[config.mk]
export PLATFORM = sky130hd
export DESIGN_NAME = seq_det_ctrl
export DESIGN_NICKNAME = d
export VERILOG_FILES = /design/src/rtl/seq_det_ctrl.sv
export SDC_FILE = /design/constraint.sdc
export NUM_CORES = 1
export LEC_CHECK = 0
export CAP_MARGIN = 20
export CORE_ASPECT_RATIO = 0.75
export CORE_UTILIZATION = 33
export DETAILED_ROUTE_END_ITERATION = 8
export GPL_TIMING_DRIVEN = 0
export SYNTH_ARGS = -nofsm -noshare
export SYNTH_HDL_FRONTEND = slang
export SYNTH_SLANG_ARGS = --single-unit
[constraint.sdc]
create_clock -name clk -period 5.2 [get_ports clk]
set_input_delay 1.56 -clock clk [delete_from_list [all_inputs] [get_ports clk]]
set_output_delay 1.56 -clock clk [all_outputs]
set_load 0.01 [all_outputs]
[src/rtl/seq_det_ctrl.sv]
// Sequence-detector controller: loads a length byte plus a 4-byte pattern,
// runs the detector after a one-cycle clear and a warm-up period, and counts
// matches toward a target. Outputs are decoded from state. Optional RUN
// timeout is enabled by defining SEQ_CTRL_TIMEOUT_EN.
module seq_det_ctrl #(
  parameter int CNT_W     = 8,
  parameter int TO_CYCLES = 1000
) (
  input  logic             clk,
  input  logic             rst,
  input  logic             cfg_valid,
  input  logic [7:0]       cfg_data,
  output logic             cfg_ready,
  input  logic             start,
  input  logic             abort,
  input  logic             match_in,
  output logic             det_clr,
  output logic             det_en,
  output logic [31:0]      pattern,
  output logic [4:0]       seq_len,
  input  logic [CNT_W-1:0] hit_target,
  output logic [CNT_W-1:0] match_cnt,
  output logic             done,
  output logic             timeout,
  output logic             busy
);

  typedef enum logic [2:0] {
    S_IDLE  = 3'd0,
    S_LOAD  = 3'd1,
    S_READY = 3'd2,
    S_CLEAR = 3'd3,
    S_RUN   = 3'd4,
    S_DONE  = 3'd5
  } state_e;

  // Reject nonsensical parameterisations at elaboration time.
  if (CNT_W < 1) begin : g_bad_cnt_w
    $error("seq_det_ctrl: CNT_W must be at least 1");
  end
  if (TO_CYCLES < 1) begin : g_bad_to_cycles
    $error("seq_det_ctrl: TO_CYCLES must be at least 1");
  end

  state_e           state_q, state_d;
  logic [31:0]      pattern_q, pattern_d;
  logic [4:0]       seq_len_q, seq_len_d;
  logic [1:0]       idx_q, idx_d;
  // Warm-up counter must reach seq_len+1 (up to 32), hence 6 bits.
  logic [5:0]       wu_q, wu_d;
  logic [CNT_W-1:0] cnt_q, cnt_d;

  logic             cfg_acc;
  logic             warm;
  logic [CNT_W-1:0] cnt_inc;
  logic             hit;
  logic             to_expire;

  assign cfg_acc = cfg_valid && cfg_ready;

  // The detector's shift register is not fully primed for the first
  // seq_len+1 RUN cycles, so its match pulses are meaningless then.
  assign warm = (wu_q <= {1'b0, seq_len_q});

  // Saturating increment of the match counter.
  assign cnt_inc = (&cnt_q) ? cnt_q : cnt_q + CNT_W'(1);

  // A target of zero means "count forever"; only a real target can finish.
  assign hit = match_in && (hit_target != '0) && (cnt_inc == hit_target);

  // Output decode depends on state only, so no input-to-output paths.
  assign cfg_ready = (state_q == S_IDLE) || (state_q == S_LOAD);
  assign busy      = (state_q == S_LOAD) || (state_q == S_CLEAR) || (state_q == S_RUN);
  assign done      = (state_q == S_DONE);
  assign det_clr   = (state_q == S_CLEAR);
  assign det_en    = (state_q == S_RUN);
  assign pattern   = pattern_q;
  assign seq_len   = seq_len_q;
  assign match_cnt = cnt_q;

`ifdef SEQ_CTRL_TIMEOUT_EN
  localparam int TO_W = (TO_CYCLES > 1) ? $clog2(TO_CYCLES) : 1;

  logic [TO_W-1:0] to_q, to_d;
  logic            timeout_q, timeout_d;
  logic            run_post;

  // Post-warm-up RUN cycle that is not being cancelled.
  assign run_post  = (state_q == S_RUN) && !abort && !warm;
  assign to_expire = run_post && (to_q == TO_W'(TO_CYCLES - 1));
  assign timeout   = timeout_q;

  // Timeout counter and flag; a target hit in the expiring cycle wins.
  always_comb begin
    to_d      = to_q;
    timeout_d = timeout_q;
    if (state_q == S_CLEAR) begin
      to_d      = '0;
      timeout_d = 1'b0;
    end else if ((state_q == S_DONE) && (abort || start)) begin
      timeout_d = 1'b0;
    end else if (run_post) begin
      to_d = to_q + TO_W'(1);
      if (to_expire && !hit) begin
        timeout_d = 1'b1;
      end
    end
  end

  // Timeout state registers.
  always_ff @(posedge clk or posedge rst) begin
    if (rst) begin
      to_q      <= '0;
      timeout_q <= 1'b0;
    end else begin
      to_q      <= to_d;
      timeout_q <= timeout_d;
    end
  end
`else
  // No timeout: RUN is bounded only by the target or an abort.
  assign to_expire = 1'b0;
  assign timeout   = 1'b0;
`endif

  // Next-state and datapath updates; abort from any busy/holding state wins.
  always_comb begin
    state_d   = state_q;
    pattern_d = pattern_q;
    seq_len_d = seq_len_q;
    idx_d     = idx_q;
    wu_d      = wu_q;
    cnt_d     = cnt_q;

    if (abort && (state_q != S_IDLE)) begin
      state_d = S_IDLE;
    end else begin
      case (state_q)
        S_IDLE: begin
          if (cfg_acc) begin
            seq_len_d = cfg_data[4:0];
            idx_d     = 2'd0;
            state_d   = S_LOAD;
          end
        end
        S_LOAD: begin
          // Pattern bytes arrive LSB first; gaps in cfg_valid just stall.
          if (cfg_acc) begin
            pattern_d[{idx_q, 3'b000} +: 8] = cfg_data;
            if (idx_q == 2'd3) begin
              state_d = S_READY;
            end else begin
              idx_d = idx_q + 2'd1;
            end
          end
        end
        S_READY: begin
          // A zero-length pattern can never match, so refuse to run it.
          if (start && (seq_len_q != 5'd0)) begin
            state_d = S_CLEAR;
          end
        end
        S_CLEAR: begin
          cnt_d   = '0;
          wu_d    = '0;
          state_d = S_RUN;
        end
        S_RUN: begin
          if (warm) begin
            wu_d = wu_q + 6'd1;
          end else begin
            if (match_in) begin
              cnt_d = cnt_inc;
            end
            if (hit || to_expire) begin
              state_d = S_DONE;
            end
          end
        end
        S_DONE: begin
          if (start) begin
            state_d = S_CLEAR;
          end
        end
        default: begin
          state_d = S_IDLE;
        end
      endcase
    end
  end

  // State and datapath registers.
  always_ff @(posedge clk or posedge rst) begin
    if (rst) begin
      state_q   <= S_IDLE;
      pattern_q <= '0;
      seq_len_q <= '0;
      idx_q     <= '0;
      wu_q      <= '0;
      cnt_q     <= '0;
    end else begin
      state_q   <= state_d;
      pattern_q <= pattern_d;
      seq_len_q <= seq_len_d;
      idx_q     <= idx_d;
      wu_q      <= wu_d;
      cnt_q     <= cnt_d;
    end
  end

endmodule

## Yosys cells after proc, flatten, opt, wreduce, memory -nomap -nowiden

Index checks and enable logic that the tools add are counted.

- Flip-flop bits (word level): 56
- Output and inout port bits: 51
- Input port bits: 22

- $lt $le $gt $ge: 1
- Mux-type cells: 20
- Bitwise operators: 1
- Eq/ne operators: 20
- Shifts and indexed selects: 2
- Reduce and logical (&&, ||, !) cells: 21
- Add/sub/neg operators: 4

Operators with widths:

| kind | number |
|---|---|
| $bwmux W32 | 1 |
| $shift A8 B7 Y32 const A | 1 |
| $shiftx A8 B7 Y32 | 1 |
| $mux W3 | 8 |
| $mux W8 | 3 |
| $pmux W3 S6 | 1 |
| $pmux W8 S2 | 1 |
| $ne A3 B2 Y1 const B | 4 |
| $pmux W6 S2 | 1 |
| $ne A2 B2 Y1 const B | 5 |
| $reduce_and A3 Y1 | 3 |
| $add A8 B1 Y8 const B | 1 |
| $eq A8 B8 Y1 | 1 |
| $reduce_and A8 Y1 | 1 |
| $reduce_bool A8 Y1 | 1 |
| $neg A5 Y7 | 1 |
| $reduce_and A7 Y1 | 1 |
| $add A6 B1 Y6 const B | 1 |
| $eq A3 B2 Y1 const B | 2 |
| $eq A3 B3 Y1 const B | 2 |
| $le A6 B5 Y1 | 1 |
| $mux W2 | 3 |
| $mux W6 | 1 |
| $ne A3 B1 Y1 const B | 2 |
| 15 further kinds | 22 |

## Longest topological paths before layout

Gate-level depths: netlist of the first run.

- Depth after elaboration: 8
- Mapped depth: 9

## Worst setup path before layout of the first run

No wires, ideal clock.

- Kind: in2reg
- Start: input abort
- End: register state_q[0]
- Data required time: 5105 ps
- Stages: 7
- Slack: 2471 ps
- Data arrival time: 2633 ps
- Path through: buf_6 -> nor4b_2 -> o211ai_1 -> o41ai_2 -> nand2_1 -> or3_1 -> o31ai_1

- Longest elaborated chain between the ends: 3

Ends and longest elaborated chain:

| what | RTL line | RTL |
|---|---|---|
| start: declaration | 15 | `input logic abort,` |
| $logic_and A1 B1 Y1 (*) | 135 | `if (abort && (state_q != S_IDLE)) begin` |
| $ne A3 B3 Y1 (no line) (tied with other cells) | n/a |  |
| $reduce_and A7 Y1 (no line) | n/a |  |
| end signal: assignment | 202 | `state_q <= state_d;` |
| end: declaration | 45 | `state_e state_q, state_d;` |

Mark *: on every way between the ends. The rest lies on a longest branch, timed or not.
A chain may end at the register's enable or synchronous reset.

## Worst setup path in the final report of the first run

- Start: register state_q[2]
- End: output det_clr

- Longest elaborated chain between the ends: 1

Ends and longest elaborated chain:

| what | RTL line | RTL |
|---|---|---|
| $eq A3 B2 Y1 | 75 | `assign det_clr = (state_q == S_CLEAR);` |
| end: declaration | 17 | `output logic det_clr,` |

No other way between the ends.

==> flow_metrics.env, run 1 <==
export IMPL_end_kind="output pin"
export IMPL_clkLatencyLatePin_ns=0.29
export IMPL_status="finished, final reports clean"
export IMPL_vias_per_cell=4.849
export IMPL_drtIter0Drc=111
export IMPL_regToRegSetupSlack_ns=2.98
export IMPL_drt_total_wl_um=8001
export IMPL_cp_depth=5
export IMPL_htreeDepth=2
export IMPL_yosys_most_used_dff="dfrtp_1"
export IMPL_power_internal_mw=0.9291
export IMPL_gp_congestion=0.8079
export IMPL_p_seq_share_pct=40.2
export IMPL_cap_violations=0
export IMPL_cts_buffers=5
export IMPL_synthDistinctLibCells=58
export IMPL_path_cells="buf_4, nor2b_1, nand2_1, inv_1, clkdlybuf4s50_1"
export IMPL_core_um2=9159
export IMPL_antenna_left=0
export IMPL_antenna_found_initial=0
export IMPL_cts_resized=0
export IMPL_max_freq_mhz=287.4
export IMPL_r2r_end="pattern[0]"
export IMPL_num_io_pins=73
export IMPL_num_antenna_cells=0
export IMPL_post_drt_wl_per_cell_um=14.24
export IMPL_critPathLaunch="state_q[2]"
export IMPL_crit_end="det_clr"
export IMPL_yosysWarnings=0
export IMPL_r2r_cells=5
export IMPL_ys_ff_latch=56
export IMPL_pwr_density_cell_nw_per_um2=337.7
export IMPL_total_power_mw=1.413
export IMPL_leakage_nw=1.715
export IMPL_dr_pass1_iters=4
export IMPL_layout_common_cells="nand2_1, clkdlybuf4s50_1, dfrtp_1"
export IMPL_synth_area_per_cell_um2=8.878
export IMPL_drc=0
export IMPL_rows=30
export IMPL_hold_buffers=0
export IMPL_period_minus_slack_ns=3.480
export IMPL_worstPathRequired_ns=3.64
export IMPL_worst_path_largest_cell_delay_ns=0.54
export IMPL_ys_async_sr_fraction_pct=100.0
export IMPL_post_cts_buffers=0
export IMPL_grt_usage_pct=17.00
export IMPL_dieArea_um2=9950
export IMPL_clock_path_buffers=2
export IMPL_tns_ns=0
export IMPL_netlist_area_um2=3152
export IMPL_crit_path_max_fanout=10
export IMPL_r2r_start="idx_q[0]"
export IMPL_worstSetupPathType="register to output pin"
export IMPL_worstHoldStart="pattern[8]"
export IMPL_clockRootBuffer="clkbuf_16"
export IMPL_p_clk_share_pct=24.8
export IMPL_startpoint_type="register"
export IMPL_grt_pass1_vias=2656
export IMPL_rsz0062_at_grt="no"
export IMPL_swShare_pct=34.23
export IMPL_start_util_pct=34.41
export IMPL_maxSlewViolCount=0
export IMPL_vias=2725
export IMPL_hold_viol=0
export IMPL_period_share_pct=66.92
export IMPL_cp_arrival_ns=1.92
export IMPL_cp_slowest_cell="clkdlybuf4s50_1"
export IMPL_die_h_um=86.64
export IMPL_skew_ns=0.007179
export IMPL_syn_nets=390
export IMPL_crit_buf_inv=3
export IMPL_dieWidth_um=114.8
export IMPL_hold_slack_ns=0.4848
export IMPL_hpwl_um=6075
export IMPL_drive_above_1_share_pct=10.14
export IMPL_area_growth_pct=32.71
export IMPL_portBuffers=70
export IMPL_peakVddDrop_mv=0.1779
export IMPL_syn_inst=355
export IMPL_comb_power_share_pct=35.0
export IMPL_worstMarginPinSlew_ns=0.9586
export IMPL_crit_family="buffers and inverters"
export IMPL_cts_tree="done"
export IMPL_slew_headroom_pct=35.95
export IMPL_nets=468
export IMPL_final_core_util_pct=45.67
export IMPL_synth_edf_count=0
export IMPL_power_switching_mw=0.4836
export IMPL_clock_sinks=56
export IMPL_layout_commonest_cell="nand2_1"
export IMPL_grt_pass1_wl_um=13280
export IMPL_grt_max_degree=40
export IMPL_grt_overflow=0
export IMPL_finalSetupViolations=0
export IMPL_min_path_type="register to register"
export IMPL_clk_pin_slew_worst_paths_ns=0.08
export IMPL_hold_path_depth=2
export IMPL_synth_seq_area_share_pct=44.46
==> logic make-up after synthesis <==
family	synth area share, %
flops	44.46
simple gates	24.53
xor+xnor	2.779
compound gates	16.32
fa+ha+maj	5.161
buf+inv	4.803
other cells	0.1190
mux	1.826
==> routing by layer <==
metal  global-route usage (%)  share of wire (%)
met4                    3.188               0.47
met5                        0                  0
met1                    25.14                 52
met3                    2.517                2.3
met2                    26.45                 45
==> synth_stat cells (4+ instances only) <==
cell      instances  area (um^2)
nor2_1           17        63.81
o21ai_1           4        20.02
nand3_1          10        50.05
nand2_1          87        326.6
a21oi_1          10        50.05
a311oi_1          5        43.79
clkbuf_1          5        18.77
inv_1            13        48.80
a21oi_2           4        35.03
or3_1             4        25.02
dfrtp_1          56         1401
xnor2_1           4        35.03
xor2_1            6        52.55
o21ai_0          43        215.2
ha_1             13        162.7
nor3_1            9        45.04
buf_2             4        20.02
==> power groups by stage <==
stage / Clock (mW) / Sequential [mW] / Combinational (mW)
6_report: 0.351 / 0.568 / 0.494
5_1_grt: 0.378 / 0.579 / 0.551
4_1_cts: 0.360 / 0.569 / 0.499
3_5_place_dp: 0 / 0.576 / 0.497
3_3_place_gp: 0 / 0.575 / 0.485
2_1_floorplan: 0 / 0.591 / 0.258
==> state kept, by name, summed over array words and instances, names as in the netlist <==
name and flops:
state_q 3, seq_len 5, pattern 32, match_cnt 8, wu_q 6, idx_q 2
==> worst min path at each step <==
stage	to
floorplan	wu_q[5]
global placement	pattern[14]
detailed placement	pattern[0]
CTS	pattern[0]
global route	pattern[8]
finish	pattern[8]
==> cell type report <==
cell class	instances	area (um^2)
fillers	939	4976
multi-input cells	271	1599
flip-flops and latches	56	1401
repair buffers	71	720.7
well taps	128	160.2
clock buffers	5	125.1
plain buffers	15	102.6
inverters	13	48.80
clock inverters	3	25.02
==> per-stage QoR <==
stage / instances / area (um^2) / setup slack [ns]
6_report: 562 / 4183 / 1.720
5_1_grt: 562 / 4183 / 1.612
4_1_cts: 562 / 4183 / 1.710
3_5_place_dp: 554 / 4033 / 1.901
3_3_place_gp: 553 / 4013 / 1.075
2_1_floorplan: 355 / 3152 / 2.269
==> worst min-delay path, stage by stage, from the launching register on <==
cell,delay [ns]
dfrtp_1,0.35
nand2_1,0.04
o21ai_0,0.06
(Power assumes the default switching activity.)
==> inputs of run 2 (changes only) <==
==> constraint.sdc (replaced) <==
create_clock -name clk -period 3.2 [get_ports clk]
set_input_delay 0.96 -clock clk [delete_from_list [all_inputs] [get_ports clk]]
set_output_delay 0.96 -clock clk [all_outputs]
set_load 0.01 [all_outputs]
==> results of run 2 <==
Same layout as run 1 (identical final DEF). Status: finished, final reports clean.
Main changes from that run: setup slack after placement 1.901 ns -> 0.5011 ns; setup slack after layout 1.720 ns -> 0.3200 ns; register-to-register setup slack 2.98 ns -> 0.98 ns; total power 1.413 mW -> 2.296 mW; worst IR drop on VDD 0.1779 mV -> 0.2890 mV
==> inputs of run 3 (changes only) <==
==> constraint.sdc (replaced) <==
create_clock -name clk -period 3 [get_ports clk]
set_input_delay 0.9 -clock clk [delete_from_list [all_inputs] [get_ports clk]]
set_output_delay 0.9 -clock clk [all_outputs]
set_load 0.01 [all_outputs]
==> results of run 3 <==
Same layout as run 1 (identical final DEF). Status: finished, final reports clean.
Main changes from that run: setup slack after placement 1.901 ns -> 0.3611 ns; setup slack after layout 1.720 ns -> 0.1800 ns; register-to-register setup slack 2.98 ns -> 0.78 ns; total power 1.413 mW -> 2.449 mW; worst IR drop on VDD 0.1779 mV -> 0.3083 mV
